### src/rtl/seq_det_ctrl.sv
// Serial pattern detector with a configurable pattern, length, overlap mode and
// match target. The FSM runs IDLE -> RUN -> DONE, and the match pulse is registered.
module seq_det_ctrl #(
    parameter int MAX_LEN = 8,
    parameter int CNT_W   = 8
) (
    input  logic               clk,
    input  logic               reset,
    input  logic               cfg_we,
    input  logic [MAX_LEN-1:0] cfg_pattern,
    input  logic [3:0]         cfg_len,
    input  logic               cfg_overlap,
    input  logic [CNT_W-1:0]   cfg_target,
    input  logic               start,
    input  logic               stop,
    input  logic               ip,
    input  logic               ip_valid,
    output logic               busy,
    output logic               match,
    output logic [CNT_W-1:0]   match_cnt,
    output logic               done
);

    typedef enum logic [1:0] {IDLE, RUN, DONE} state_t;

    state_t             state_q, state_d;
    logic [MAX_LEN-1:0] pat_q, hist_q, hist_d, mask;
    logic [3:0]         len_q, len_in, seen_q, seen_d;
    logic               ov_q;
    logic [CNT_W-1:0]   tgt_q, cnt_q, cnt_d;
    logic               match_q, match_d, pend_q, pend_d, cfg_ld, hit;

    always_comb begin
        if (cfg_len < 4'd2)
            len_in = 4'd2;
        else if (int'(cfg_len) > MAX_LEN)
            len_in = 4'(MAX_LEN);
        else
            len_in = cfg_len;
    end

    always_comb begin
        mask = '0;
        for (int i = 0; i < MAX_LEN; i++)
            mask[i] = (i < int'(len_q));
    end

    // A detection coinciding with stop is held in RUN for one cycle (pend_q)
    // so the match pulse never lands in IDLE.
    always_comb begin
        state_d = state_q;
        hist_d  = hist_q;
        seen_d  = seen_q;
        cnt_d   = cnt_q;
        match_d = 1'b0;
        pend_d  = 1'b0;
        cfg_ld  = 1'b0;
        hit     = 1'b0;
        case (state_q)
            IDLE: begin
                cfg_ld = cfg_we;
                if (start && !stop) begin
                    state_d = RUN;
                    hist_d  = '0;
                    seen_d  = '0;
                    cnt_d   = '0;
                end
            end
            RUN: begin
                if (pend_q) begin
                    state_d = IDLE;
                end else begin
                    if (ip_valid) begin
                        hist_d = {hist_q[MAX_LEN-2:0], ip};
                        seen_d = (seen_q < len_q) ? seen_q + 4'd1 : len_q;
                        hit    = (seen_d == len_q) && ((hist_d & mask) == (pat_q & mask));
                    end
                    if (hit) begin
                        match_d = 1'b1;
                        if (!ov_q)
                            seen_d = '0;
                        if (cnt_q != '1)
                            cnt_d = cnt_q + 1'b1;
                    end
                    if (hit && tgt_q != '0 && cnt_d == tgt_q) begin
                        state_d = DONE;
                        pend_d  = stop;
                    end else if (stop) begin
                        if (hit)
                            pend_d = 1'b1;
                        else
                            state_d = IDLE;
                    end
                end
            end
            DONE: begin
                if (stop || pend_q) begin
                    state_d = IDLE;
                end else if (start) begin
                    state_d = RUN;
                    hist_d  = '0;
                    seen_d  = '0;
                    cnt_d   = '0;
                end
            end
            default: state_d = IDLE;
        endcase
    end

    always_ff @(posedge clk or negedge reset) begin
        if (!reset) begin
            state_q <= IDLE;
            hist_q  <= '0;
            seen_q  <= '0;
            cnt_q   <= '0;
            match_q <= 1'b0;
            pend_q  <= 1'b0;
            pat_q   <= '0;
            len_q   <= 4'd2;
            ov_q    <= 1'b0;
            tgt_q   <= '0;
        end else begin
            state_q <= state_d;
            hist_q  <= hist_d;
            seen_q  <= seen_d;
            cnt_q   <= cnt_d;
            match_q <= match_d;
            pend_q  <= pend_d;
            if (cfg_ld) begin
                pat_q <= cfg_pattern;
                len_q <= len_in;
                ov_q  <= cfg_overlap;
                tgt_q <= cfg_target;
            end
        end
    end

    assign busy      = (state_q == RUN);
    assign done      = (state_q == DONE);
    assign match     = match_q;
    assign match_cnt = cnt_q;

endmodule

### config.mk
export PLATFORM = sky130hd
export DESIGN_NAME = seq_det_ctrl
export DESIGN_NICKNAME = d
export VERILOG_FILES = /design/src/rtl/seq_det_ctrl.sv
export SDC_FILE = /design/constraint.sdc
export NUM_CORES = 1
export LEC_CHECK = 0
export CORE_MARGIN = 4
export CORE_UTILIZATION = 54
export DETAILED_ROUTE_END_ITERATION = 10
export PLACE_DENSITY = 0.9
export SETUP_SLACK_MARGIN = 0.4
export SYNTH_ARGS = -nofsm -noshare
export SYNTH_HDL_FRONTEND = slang
export SYNTH_SLANG_ARGS = --single-unit
export TNS_END_PERCENT = 5
### constraint.sdc
create_clock -name clk -period 3.6 [get_ports clk]
set_input_delay 0.54 -clock clk [delete_from_list [all_inputs] [get_ports clk]]
set_output_delay 0.54 -clock clk [all_outputs]
set_load 0.02 [all_outputs]
Word-level counts from Yosys, hierarchy flattened

Index checks and enable logic that the tools add are counted.

Eq/ne operators: 14
Add/subtract/negate cells: 2
Reductions and logical operators: 12
Mux-type cells: 42
Bitwise logic cells: 2
Magnitude comparators: 11

Operator list:

| operator              | number |
|---|---|
| $mux W8               | 8 |
| $mux W4               | 10 |
| $pmux W8 S3           | 1 |
| $pmux W7 S3           | 1 |
| $and A8 B8 Y8         | 2 |
| $eq A8 B8 Y1          | 2 |
| $lt A3 B4 Y1 const A  | 4 |
| $mux W2               | 7 |
| $mux W7               | 2 |
| $pmux W4 S3           | 1 |
| $mux W1               | 11 |
| $ne A2 B2 Y1 const B  | 5 |
| $add A8 B1 Y8 const B | 1 |
| $lt A1 B4 Y1 const A  | 2 |
| $lt A2 B4 Y1 const A  | 2 |
| $ne A8 B8 Y1 const B  | 1 |
| $reduce_bool A8 Y1    | 1 |
| $pmux W2 S3           | 1 |
| $reduce_and A6 Y1     | 1 |
| $reduce_and A5 Y1     | 1 |
| $add A4 B1 Y4 const B | 1 |
| $eq A4 B4 Y1          | 1 |
| $gt A4 B4 Y1 const B  | 1 |
| $logic_and A1 B1 Y1   | 4 |
| 12 further kinds      | 12 |

Output and inout port bits: 11
Register bits after elaboration: 44
Logic and storage cells: 93
Input bits: 28

Depth between registers and ports, before layout

Word-level depth: 15
Depth in mapped cells: 11
Depth with buffers taken out: 10

Worst setup path after synthesis

Ideal clock, no wire load.

Kind: flip-flop to flip-flop
Start point: reg len_q[1]
End point: reg state_q[0]
Stages on the path, launching flop included: 10
Period minus slack after synthesis: 2.765 ns
Setup time: 0.120 ns
Setup slack: 0.835 ns
Path buffers: 0
Arrival: 2.645 ns
Data required time: 3.480 ns
Cell sequence: dfstp_2 > inv_1 > ha_1 > a21oi_1 > o21ai_1 > o21ai_0 > or3b_4 > nor4b_2 > o311ai_1 > a31o_1

Longest elaborated chain between the ends: 15
Elaborated cells between the ends (all ways): 30
Those cells by class: order compare (9); eq/ne (5); mux (10); bitwise (2); reduce/logical (4)

RTL lines:

| what                                         | line   | text |
|---|---|---|
| from (decl)                                  | 28     | `logic [3:0] len_q, len_in, seen_q, seen_d;` |
| from (signal assigned)                       | 131    | `len_q <= len_in;` |
| $lt A1 B4 Y1, or another cell as far along   | 45     | `mask[i] = (i < int'(len_q));` |
| $and A8 B8 Y8 or $mux W4 (tied branches)     | 76, 75 |  |
| $eq A8 B8 Y1 or $eq A4 B4 Y1 (tied branches) | 76     | `hit = (seen_d == len_q) && ((hist_d & mask) == (pat_q & mask));` |
| $logic_and A1 B1 Y1 *                        | 76     |  |
| $mux W1 *                                    | 73     | `if (ip_valid) begin` |
| $mux W1 *                                    | 70     | `if (pend_q) begin` |
| $mux W1 *                                    | 59     | `case (state_q)` |
| $mux W8                                      | 78     | `if (hit) begin` |
| $mux W8                                      | 70     |  |
| $mux W8                                      | 59     |  |
| $eq A8 B8 Y1                                 | 85     | `if (hit && tgt_q != '0 && cnt_d == tgt_q) begin` |
| $logic_and A1 B1 Y1                          | 85     |  |
| $mux W2                                      | 85     |  |
| $mux W2                                      | 70     |  |
| $pmux W2 S3                                  | 59     |  |
| to (signal assigned)                         | 123    | `state_q <= state_d;` |
| to (decl)                                    | 26     | `state_t state_q, state_d;` |

Mark *: on every way between the ends. The rest lies on a longest branch, timed or not. The select of a mux whose other input is x is not followed.
A chain may end at the register's enable or synchronous reset.

Worst setup path in the final report

Start point: reg len_q[0]
End point: reg state_q[1]

The elaborated chain is that of the path after synthesis.

==> flow_metrics.tcl <==
set metrics [dict create \
    run_status "completed" \
    drt_iter0_drc 204 \
    drt-pass1-iter-count 4 \
    via_per_inst 6.18 \
    grt.total_usage 0.217 \
    hold_path_class "in -> async" \
    die_area_mm2 0.00589 \
    peakVddDrop_mv 0.287 \
    seq_area_mm2 0.00110 \
    yosys_warnings 0 \
    fillers 336 \
    clk_latency_ns 0.30 \
    grt_pass1_wl_um 10400 \
    portBuffers 38 \
    die_h_um 76.7 \
    fin_nets 327 \
    num_io_pins 39 \
    fp.coreArea_mm2 0.00447 \
    cp.arrival_ns 3.12 \
    fin_tns_setup_ns 0 \
    min_period_ns 2.95 \
    drc 0 \
    vias 2143 \
    routabilityCongestion 0.933 \
    antenna_found_initial 0 \
    cts_tree "done" \
    power_leakage_nw 1.31 \
    grt_pass1_vias 2142 \
    timing.hold.ws_ns 0.396 \
    grt.overflow.total 0 \
    initial_core_util 0.570 \
    slew_headroom 0.344 \
    synth_cell_types 48 \
    syn2layout_area_growth_pct 21.1 \
    dr_wl_met3_um 407 \
    cp.required_ns 3.78 \
    ys_async_sr_fraction 1.00 \
    power.density_mw_per_mm2 472 \
    htreeDepth 2 \
    cts_buffer_depth 2 \
    yosysTopAreaCell "dfrtp_1" \
    wl_met2_um 2900 \
    start_kind "flop" \
    synth_edf_count 0 \
    wl_per_cell_um 17.3 \
    critPathMaxFanout 8 \
    pre_cts_ws_ns 0.633 \
    finalMaxSlewViolations 0 \
    finalClockSkew_ns 0.00721 \
    synth_seq_cells 44 \
    cts_sinks 44 \
    synth.most_common_cell "dfrtp_1" \
    synthTopCellsByCount "dfrtp_1, nand2_1, mux2_2" \
    holdBufCountCts 0 \
    die_w_um 76.7 \
    worst_pin_slew_ns 0.984 \
    max-cap-violations 0 \
    cts-buffers-inserted 5 \
    synth_cells 254 \
    top_layer "met4" \
    postCtsSetupRepairBufs 0 \
    fin_crit_sh 0.818 \
    syn_area_mm2 0.00255 \
    critPathCaptureType "flop" \
    synth.area.top_cells "dfrtp_1, mux2_2, xor2_1, o21ai_0, xnor2_1" \
    final_util 0.690 \
    syn_avg_cell_area_um2 10.0 \
    drt-met1-wl_um 2620 \
    rsz0062_at_grt "no" \
    hold_viol 0 \
    setup_viol 0 \
    cts_root_buf "clkbuf_8" \
    wl_um 6020 \
    synth_nets 287 \
    finalPower_w 0.00146 \
    path_class "reg -> reg" \
    cts_resized 0 \
    layout-drive-gt1-share 0.125 \
    rows 24 \
    grt_max_degree 45 \
    setup_slack_ns 0.655 \
    fmax_mhz 340 \
    dp_hpwl_um 4370 \
    antenna_cells 0 \
    ant_nets 0 \
    path_clk_slew_ns 0.08 \
    multiInputGateArea_mm2 0.00138 \
    seq_area_frac_synth 0.432 \
    synth_flop_cell "dfrtp_1" \
    synth_top_area_frac 0.422 \
]
==> final timing paths <==
kind / cells after the start / startpoint / slack [ns] / to
setup / recovery: 8 / len_q[0]$_DFFE_PN0P_ / 0.65 / state_q[1]$_DFFE_PN0P_
hold / removal: 1 / reset / 0.40 / match_cnt[0]$_DFFE_PN0P_
min in group clk: 1 / pat_q[7]$_DFFE_PN0P_ / 0.54 / pat_q[7]$_DFFE_PN0P_
setup reg to reg: 8 / len_q[0]$_DFFE_PN0P_ / 0.65 / state_q[1]$_DFFE_PN0P_
max in group asynchronous: 1 / reset / 2.60 / len_q[3]$_DFFE_PN0P_
hold reg to reg: 1 / pat_q[7]$_DFFE_PN0P_ / 0.54 / pat_q[7]$_DFFE_PN0P_
==> critical path, stage by stage (launching register included) <==
cell,delay [ns]
dfrtp_1,0.47
or4b_4,0.58
a2111oi_4,0.32
a21oi_1,0.11
a2bb2oi_1,0.18
nor3_1,0.32
mux2_2,0.38
o311ai_1,0.33
o22ai_1,0.14
==> where the power goes <==
part / leakage [nW] / switching (W) / internal [W]
Sequential: 0.565 / 0.0000863 / 0.000558
Combinational: 0.693 / 0.000224 / 0.000209
Clock: 0.0552 / 0.000172 / 0.000206
==> final cells by class <==
| cell class | instances | area share |
|---|---|---|
| Multi-Input combinational cell | 193 | 0.447 |
| Clock buffer | 6 | 0.0235 |
| Inverter | 9 | 0.0109 |
| Timing Repair Buffer | 41 | 0.129 |
| Tap cell | 52 | 0.0211 |
| Sequential cell | 44 | 0.357 |
| Clock inverter | 2 | 0.0113 |
==> registers in the layout, indices dropped and copies added (netlist names) <==
signal and count:
match 1, hist_q 7, seen_q 4, len_q 4, pat_q 8, pend_q 1, tgt_q 8, match_cnt 8
state_q 2, ov_q 1
==> stage by stage <==
| stage | cell area (um2) | instances |
|---|---|---|
| floorplan | 2550 | 254 |
| global placement | 2980 | 339 |
| detailed placement | 2980 | 339 |
| CTS | 3090 | 347 |
| global route | 3090 | 347 |
| finish | 3090 | 347 |
==> cell families after synthesis <==
logic type,share of synthesized area
buf+inv,0.0285
xor+xnor,0.0824
simple gates,0.158
flops,0.432
fa+ha+maj,0.0245
compound gates,0.184
mux,0.0913
==> layer usage <==
| metal | up-vias | global-route usage |
|---|---|---|
| met3 | 11 | 0.0386 |
| met4 | 0 | 0.0761 |
| li1 | 1019 | - |
| met5 | - | 0 |
| met2 | 78 | 0.352 |
| met1 | 1035 | 0.292 |
==> placed cells by master, fill, tap and decap left out, types with 7 or more instances in the layout <==
| cell type | count |
|---|---|
| a21oi_1 | 13 |
| a22o_1 | 7 |
| clkdlybuf4s50_1 | 37 |
| dfrtp_1 | 43 |
| inv_1 | 9 |
| mux2_2 | 18 |
| nand2_1 | 20 |
| nand3_1 | 10 |
| nor2_1 | 11 |
| o21ai_0 | 17 |
| xnor2_1 | 9 |
| xor2_1 | 15 |
(Power assumes the default switching activity.)
